File: src/rtl/scroll_sequencer.sv
// rtl/scroll_sequencer.sv - scrolls a message across a column-multiplexed LED panel
//
// Fetches NUM_COLS columns from an external combinational column mux into a
// back buffer, swaps the back buffer into the front buffer once per scroll
// step, and scans the front buffer onto the panel one column at a time.
//
// Ports:
//   CLK         system clock
//   RST         synchronous active-high reset
//   EN          run/pause for scrolling; the panel scan runs regardless
//   RESTART     one-cycle pulse, returns the scroll to offset 0
//   D_IN        column data from the mux for the current SEL (same cycle)
//   SEL         column index to the mux
//   COL_EN      one-hot active-high panel column enable
//   ROW_DATA    row data for the enabled column, 7'h7F = all off
//   OFFSET      current scroll offset
//   FRAME_SWAP  one-cycle pulse on each back-to-front buffer swap

module scroll_sequencer #(
  parameter int NUM_COLS   = 24,
  parameter int MSG_LEN    = 72,
  parameter int STEP_TICKS = 5000000,
  parameter int SCAN_TICKS = 1000
) (
  input  logic                CLK,
  input  logic                RST,
  input  logic                EN,
  input  logic                RESTART,
  input  logic [6:0]          D_IN,
  output logic [6:0]          SEL,
  output logic [NUM_COLS-1:0] COL_EN,
  output logic [6:0]          ROW_DATA,
  output logic [6:0]          OFFSET,
  output logic                FRAME_SWAP
);

  localparam int IDX_W  = (NUM_COLS > 1)   ? $clog2(NUM_COLS)   : 1;
  localparam int STEP_W = (STEP_TICKS > 1) ? $clog2(STEP_TICKS) : 1;
  localparam int SCAN_W = (SCAN_TICKS > 1) ? $clog2(SCAN_TICKS) : 1;

  localparam logic [IDX_W-1:0]  IDX_LAST  = IDX_W'(NUM_COLS - 1);
  localparam logic [STEP_W-1:0] STEP_LAST = STEP_W'(STEP_TICKS - 1);
  localparam logic [SCAN_W-1:0] SCAN_LAST = SCAN_W'(SCAN_TICKS - 1);
  localparam logic [6:0]        OFF_LAST  = 7'(MSG_LEN - 1);
  localparam logic [7:0]        MSG_LEN_8 = 8'(MSG_LEN);
  localparam logic [6:0]        BLANK     = 7'h7F;

  typedef enum logic [1:0] {
    S_IDLE,
    S_FETCH,
    S_WAIT
  } state_t;

  state_t state, state_nxt;

  logic [IDX_W-1:0]  idx;
  logic [IDX_W-1:0]  col;
  logic [STEP_W-1:0] step_cnt;
  logic [SCAN_W-1:0] scan_cnt;
  logic [6:0]        offset;
  logic              pending;
  logic [6:0]        back_buf  [NUM_COLS];
  logic [6:0]        front_buf [NUM_COLS];

  logic       fetch_wr;
  logic       swap;
  logic       step_tc;
  logic [7:0] sum;

  // Message index for the column being fetched, wrapped into 0..MSG_LEN-1.
  // The sum is 8 bits so offset+idx up to 126+127 cannot overflow.
  assign sum = {1'b0, offset} + 8'(idx);
  assign SEL = (sum >= MSG_LEN_8) ? 7'(sum - MSG_LEN_8) : 7'(sum);

  assign step_tc  = EN && (step_cnt == STEP_LAST);
  assign OFFSET   = offset;
  assign COL_EN   = NUM_COLS'(1) << col;
  assign ROW_DATA = front_buf[col];

  // State register
  always_ff @(posedge CLK) begin
    if (RST) begin
      state <= S_IDLE;
    end else begin
      state <= state_nxt;
    end
  end

  // Next-state logic
  always_comb begin
    state_nxt = state;
    if (RESTART) begin
      state_nxt = EN ? S_FETCH : S_IDLE;
    end else begin
      case (state)
        S_IDLE:  if (EN) state_nxt = S_FETCH;
        S_FETCH: if (EN && (idx == IDX_LAST)) state_nxt = S_WAIT;
        S_WAIT:  if (EN && pending) state_nxt = S_FETCH;
        default: state_nxt = S_IDLE;
      endcase
    end
  end

  // FSM outputs; RESTART suppresses both the fetch write and the swap
  always_comb begin
    fetch_wr   = 1'b0;
    swap       = 1'b0;
    FRAME_SWAP = 1'b0;
    if (!RST && !RESTART) begin
      fetch_wr   = (state == S_FETCH) && EN;
      swap       = (state == S_WAIT) && EN && pending;
      FRAME_SWAP = swap;
    end
  end

  // Scroll datapath: fetch index, step timer, buffers and offset
  always_ff @(posedge CLK) begin
    if (RST) begin
      idx      <= '0;
      offset   <= '0;
      step_cnt <= '0;
      pending  <= 1'b0;
      for (int i = 0; i < NUM_COLS; i++) begin
        back_buf[i]  <= BLANK;
        front_buf[i] <= BLANK;
      end
    end else if (RESTART) begin
      idx      <= '0;
      offset   <= '0;
      step_cnt <= '0;
      pending  <= 1'b0;
    end else begin
      if (EN) begin
        step_cnt <= (step_cnt == STEP_LAST) ? '0 : step_cnt + STEP_W'(1);
      end

      // A terminal count on the swap edge wins, so the next step is not lost.
      if (step_tc) begin
        pending <= 1'b1;
      end else if (swap) begin
        pending <= 1'b0;
      end

      if ((state == S_IDLE) && EN) begin
        idx <= '0;
      end

      if (fetch_wr) begin
        back_buf[idx] <= D_IN;
        idx <= (idx == IDX_LAST) ? '0 : idx + IDX_W'(1);
      end

      if (swap) begin
        for (int i = 0; i < NUM_COLS; i++) begin
          front_buf[i] <= back_buf[i];
        end
        offset <= (offset == OFF_LAST) ? '0 : offset + 7'd1;
      end
    end
  end

  // Panel column scan, free-running regardless of EN, state and RESTART
  always_ff @(posedge CLK) begin
    if (RST) begin
      scan_cnt <= '0;
      col      <= '0;
    end else if (scan_cnt == SCAN_LAST) begin
      scan_cnt <= '0;
      col      <= (col == IDX_LAST) ? '0 : col + IDX_W'(1);
    end else begin
      scan_cnt <= scan_cnt + SCAN_W'(1);
    end
  end

endmodule

File: config.mk
export PLATFORM = sky130hd
export DESIGN_NAME = scroll_sequencer
export DESIGN_NICKNAME = d
export VERILOG_FILES = /design/src/rtl/scroll_sequencer.sv
export SDC_FILE = /design/constraint.sdc
export NUM_CORES = 1
export LEC_CHECK = 0
export BUFFER_PORTS_ARGS = -buffer_cell sky130_fd_sc_hd__buf_2
export CORE_MARGIN = 2
export CORE_UTILIZATION = 23
export CTS_BUF_LIST = sky130_fd_sc_hd__clkbuf_16
export CTS_CLUSTER_DIAMETER = 100
export CTS_CLUSTER_SIZE = 16
export DETAILED_ROUTE_END_ITERATION = 16
export REMOVE_ABC_BUFFERS = 1
export SLEW_MARGIN = 0
export SYNTH_ARGS = -nofsm -noshare
export SYNTH_HDL_FRONTEND = slang
export SYNTH_SLANG_ARGS = --single-unit
export TNS_END_PERCENT = 20
File: constraint.sdc
create_clock -name CLK -period 6.9 [get_ports CLK]
set_input_delay 0.345 -clock CLK [delete_from_list [all_inputs] [get_ports CLK]]
set_output_delay 0.345 -clock CLK [all_outputs]
set_load 0.02 [all_outputs]
======== After elaboration in Yosys (flattened, before gate mapping) ========
Memory sizes are Yosys's and may differ from the RTL's. A register that Yosys moved wholly into a read port is not among the register bits.
Index checks and enable logic that the tools add are counted.
storage, ports and cells
  flip-flop bits (word level) ............. 53
  latch bits .............................. 0
  RAM bits ................................ 336
  ROM bits ................................ 0
  bits of input ports ..................... 11
  logic and storage cells ................. 125
  memories kept ........................... 2
memories
  memory     depth  bits a word  read ports  clocked after Yosys merged registers in  wr ports  RTL line  source
  back_buf   24     7            24          0                                        24        62        logic [6:0] back_buf [NUM_COLS];
  front_buf  24     7            1           1                                        24        63        logic [6:0] front_buf [NUM_COLS];
cells by class
  add/subtract/negate cells ............... 7
  multiply operators ...................... 0
  divide/modulo/power cells ............... 0
  magnitude comparators ................... 1
  equality and inequality tests ........... 10
  shift operators ......................... 1
  muxes and demuxes ....................... 56
  bitwise operators ....................... 24
  reduce and logical (&&, ||, !) cells .... 17
operator list
  cell                                                               number
  2-to-1 mux 7 bit                                                   27
  2-to-1 mux 5 bit                                                   7
  bitwise OR 1 bit                                                   24
  left shift 1 x 5 -> 24 bit, first input constant                   1
  adder 23 x 1 -> 23 bit, second input constant                      1
  == test 23 bit, second input constant                              1
  2-to-1 mux 23 bit                                                  1
  2-to-1 mux 1 bit                                                   16
  adder 10 x 1 -> 10 bit, second input constant                      1
  adder 5 x 1 -> 5 bit, second input constant                        2
  == test 10 bit, second input constant                              1
  == test 5 bit, second input constant                               2
  != test 3 bit, second input constant                               3
  adder 7 x 5 -> 8 bit                                               1
  greater-or-equal comparator 8 x 7 -> 1 bit, second input constant  1
  logical AND 1 bit                                                  8
  2-to-1 mux 2 bit                                                   4
  adder 7 x 1 -> 7 bit, second input constant                        1
  == test 7 bit, second input constant                               1
  OR reduction 7 bit                                                 1
  subtractor 7 bit, second input constant                            1
  one-hot mux 2 bit (3 select lines)                                 1
  nonzero test 2 bit                                                 2
  OR reduction 2 bit                                                 2
  other kinds (5)                                                    6

======== Depth between registers and ports, before layout ========
  depth after elaboration ................. 9
  depth in mapped cells ................... 9
  mapped depth without buffers ............ 9

======== Least setup slack after synthesis ========
OpenSTA, ideal clock, no wires.
  path kind ............................... in2reg
  start point ............................. in RESTART
  end point ............................... mem front_buf[0][0], enable pin
  setup time .............................. 0.557 ns
  arrival time ............................ 4.952 ns
  required time ........................... 6.343 ns
  setup slack ............................. 1.390 ns
  stages .................................. 4
  buffers on the path ..................... 1
  cell sequence ........................... or2_1 buf_2 or3_4 nand2b_1
RTL lines
  element          RTL line  source
  start, declared  28        input logic RESTART,
  end, declared    63

==> summary.md <==
| Metric | Value |
|---|---|
| Clk slew on worst S/H paths | `0.08 ns` |
| Antenna-violating nets left | `0` |
| H-tree levels | `1` |
| Setup bufs post-CTS | `0` |
| First-pass GRT wire length | `59,200 microns` |
| Total GRT Usage | `9.97%` |
| CTS tree | `done` |
| RSZ-0062 raised after global routing | `false` |
| Antenna violations before repair | `4` |
| Final-report hold violation count | `0` |
| Outcome | `finished clean` |
| Layout cells sized above 1 | `25.9%` |
| VDD IR max | `197 uV` |
| Fin crit share | `56.5%` |
| Placer's final routability congestion estimate | `0.780` |
| Fmax | `0.257 GHz` |
| Synth Flop Type | `edfxtp_1` |
| Nets | `1,301` |
| Area leader, netlist | `edfxtp_1` |
| Total die area | `76,700 sq um` |
| Die height | `277 microns` |
| Leak pwr | `5.65 nW` |
| Share of Yosys cell area claimed by the top area cell type | `58.9%` |
| Ys async rst share | `0%` |
| Top cells by area, synth | `edfxtp_1 (59%), nand2b_1 (6.8%), dfxtp_1 (6.8%)` |
| Remaining global-route overflow | `0` |
| N_diodes | `0` |
| Final min period | `3.90 ns` |
| Later-pin clock latency in the skew report | `0.58 ns` |
| Initial Util | `23.1%` |
| Worst hold slack | `0.0866 ns` |
| Synthesis Warnings | `0` |
| WL final | `38,400 microns` |
| Clk root buf | `clkbuf_16` |
| Synth cell count leaders | `edfxtp_1 (336), nand2b_1 (186), or2_2 (178)` |
| DP HPWL | `25,800 microns` |
| Vias in the first global route | `9,559` |
| Maximum clock path buffer count | `3` |
| Clock skew | `0.0173 ns` |
| Seq/Total Area, Yosys | `65.7%` |
| Min-Delay Startpoint | `RESTART` |
| Core area | `74,100 sq um` |
| Clock net sink count | `394` |
| CP required | `6.55 ns` |
| DR WL/cell | `17.0 microns` |
| Worst rel slew slack | `11.7%` |
| DR vias | `9,455` |
| Total Power | `0.00441 W` |
| # setup viols final | `0` |
| Hold_buf cts | `0` |
| Die X | `277 microns` |
| Critical Path AT | `3.55 ns` |
| Rows | `100` |
| DRC | `0` |
| Pin count of the biggest net entering global routing | `96` |
| Distinct cells, synth | `56` |
| Post-DR vias/cell | `4.18` |
| FF+latch count, synth | `394` |
| Setup TNS | `0 ns` |
| Setup CP Type | `reg -> out` |
| Pwr Density | `229 nW/um^2` |
| IO Count | `57` |
| Worst r2r src | `state[1]$_SDFFE_PP0P_` |
| Number of synthesized flops with an enable pin | `336` |
| TritonCTS Buffers | `29` |
| Final Max Tran Viols | `0` |
| Startpoint Class | `flop` |
| TritonRoute pass-1 iters | `5` |
| Worst hold-check path type | `in -> reg` |
| Post-cts sizing count | `0` |
| Element type at the critical path end | `primary output` |
| Critical Path Fanout Max | `25` |
| Layout area overhead | `12.4%` |
| Initial DRC count | `839` |
| PortBufs | `56` |
| Mapped cell area | `17,100 sq um` |
| Worst-margin pin slew | `1.31 ns` |
| MaxCap Viol Count | `0` |
| Top-count cell post-synth | `edfxtp_1` |
| Mapped Cells | `1,243` |
| Post-Syn Area per Cell | `13.8 sq um` |
[placed cells by master (no fill, tap or decap), drive strengths merged, types with 2 or more instances in the layout]
master    n
o22ai     3
o21ai     6
clkinv    2
ha       19
clkbuf   30
dfxtp    58
or2b      6
inv      40
edfxtp  336
a21oi    27
nand2    51
nor4b     2
xor2     24
nand2b  186
nor2b     2
nand4b    2
nand3    15
or2     179
and3     15
or3       2
or4       4
nor2     93
mux2      2
o211ai    2
xnor2    15
mux4     49
nor3b     2
nor4      3
buf      62
nor3     11
nand3b    2
and2      4
nand4    16
mux2i    10
and4      2
[worst paths after layout]
check | end | slack, ns | depth (start not counted)
max | ROW_DATA[6] | 3.00 | 6
min reg2reg | scan_cnt[0]$_SDFF_PP0_ | 0.45 | 1
max reg2reg | back_buf[19][1]$_SDFFCE_PN1P_ | 4.04 | 5
min | state[0]$_SDFFE_PP0P_ | 0.09 | 3
[kinds of logic (layout without fill, tap and decap cells)]
| family | Yosys count | after routing | synth area share (%) |
|---|---|---|---|
| xor+xnor | 39 | 39 | 1.99 |
| buf+inv | 84 | 134 | 2.16 |
| mux | 61 | 61 | 7.16 |
| compound gates | 46 | 46 | 1.54 |
| fa+ha+maj | 20 | 20 | 1.50 |
| flops | 394 | 394 | 65.7 |
| simple gates | 599 | 599 | 20.0 |
[flip-flops by register name (all words and copies together), names as in the netlist, named ones only]
register / count
OFFSET: 7
back_buf: 168
col: 5
front_buf: 168
idx: 5
pending: 1
scan_cnt: 10
state: 2
step_cnt: 23
[metal layers]
metal | global-route usage, % | share of wire, % | up-vias
met5 | 0 | 0.018 | -
met3 | 1.37 | 4.2 | 39
met2 | 18.0 | 51 | 209
met1 | 12.6 | 43 | 4766
li1 | - | - | 4439
met4 | 2.30 | 1.8 | 2
[metrics by stage]
step / utilization (%) / setup slack, ns / cells / instance area, sq um
2_1_floorplan: - / 1.43 / 1177 / 16800
3_3_place_gp: 24.8 / 3.50 / 2208 / 18400
3_5_place_dp: 24.8 / 3.51 / 2208 / 18400
4_1_cts: 26.0 / 2.87 / 2262 / 19300
5_1_grt: 26.0 / 2.78 / 2262 / 19300
6_report: 26.0 / 3.00 / 2262 / 19300
[report_power, final]
part           switching [W]  internal [W]
clock               0.000806      0.000788
combinational      0.0000997     0.0000446
sequential         0.0000304       0.00264
total               0.000936       0.00347
[critical path: stages (launching register included)]
cell and delay, ns:
dfxtp_2 0.79, buf_4 0.56, mux4_2 0.58, mux4_2 0.49, nor2_1 0.17, a21oi_1 0.13, buf_2 0.24
[final cells by class]
type / count / area (sq um)
repair buffers: 62 / 338
clock buffers: 30 / 751
fillers: 7630 / 54800
well taps: 969 / 1210
multi-input cells: 765 / 5520
flip-flops and latches: 394 / 11300
inverters: 18 / 70.1
clock inverters: 24 / 109
Note: power is estimated with default switching activity, not from simulation.
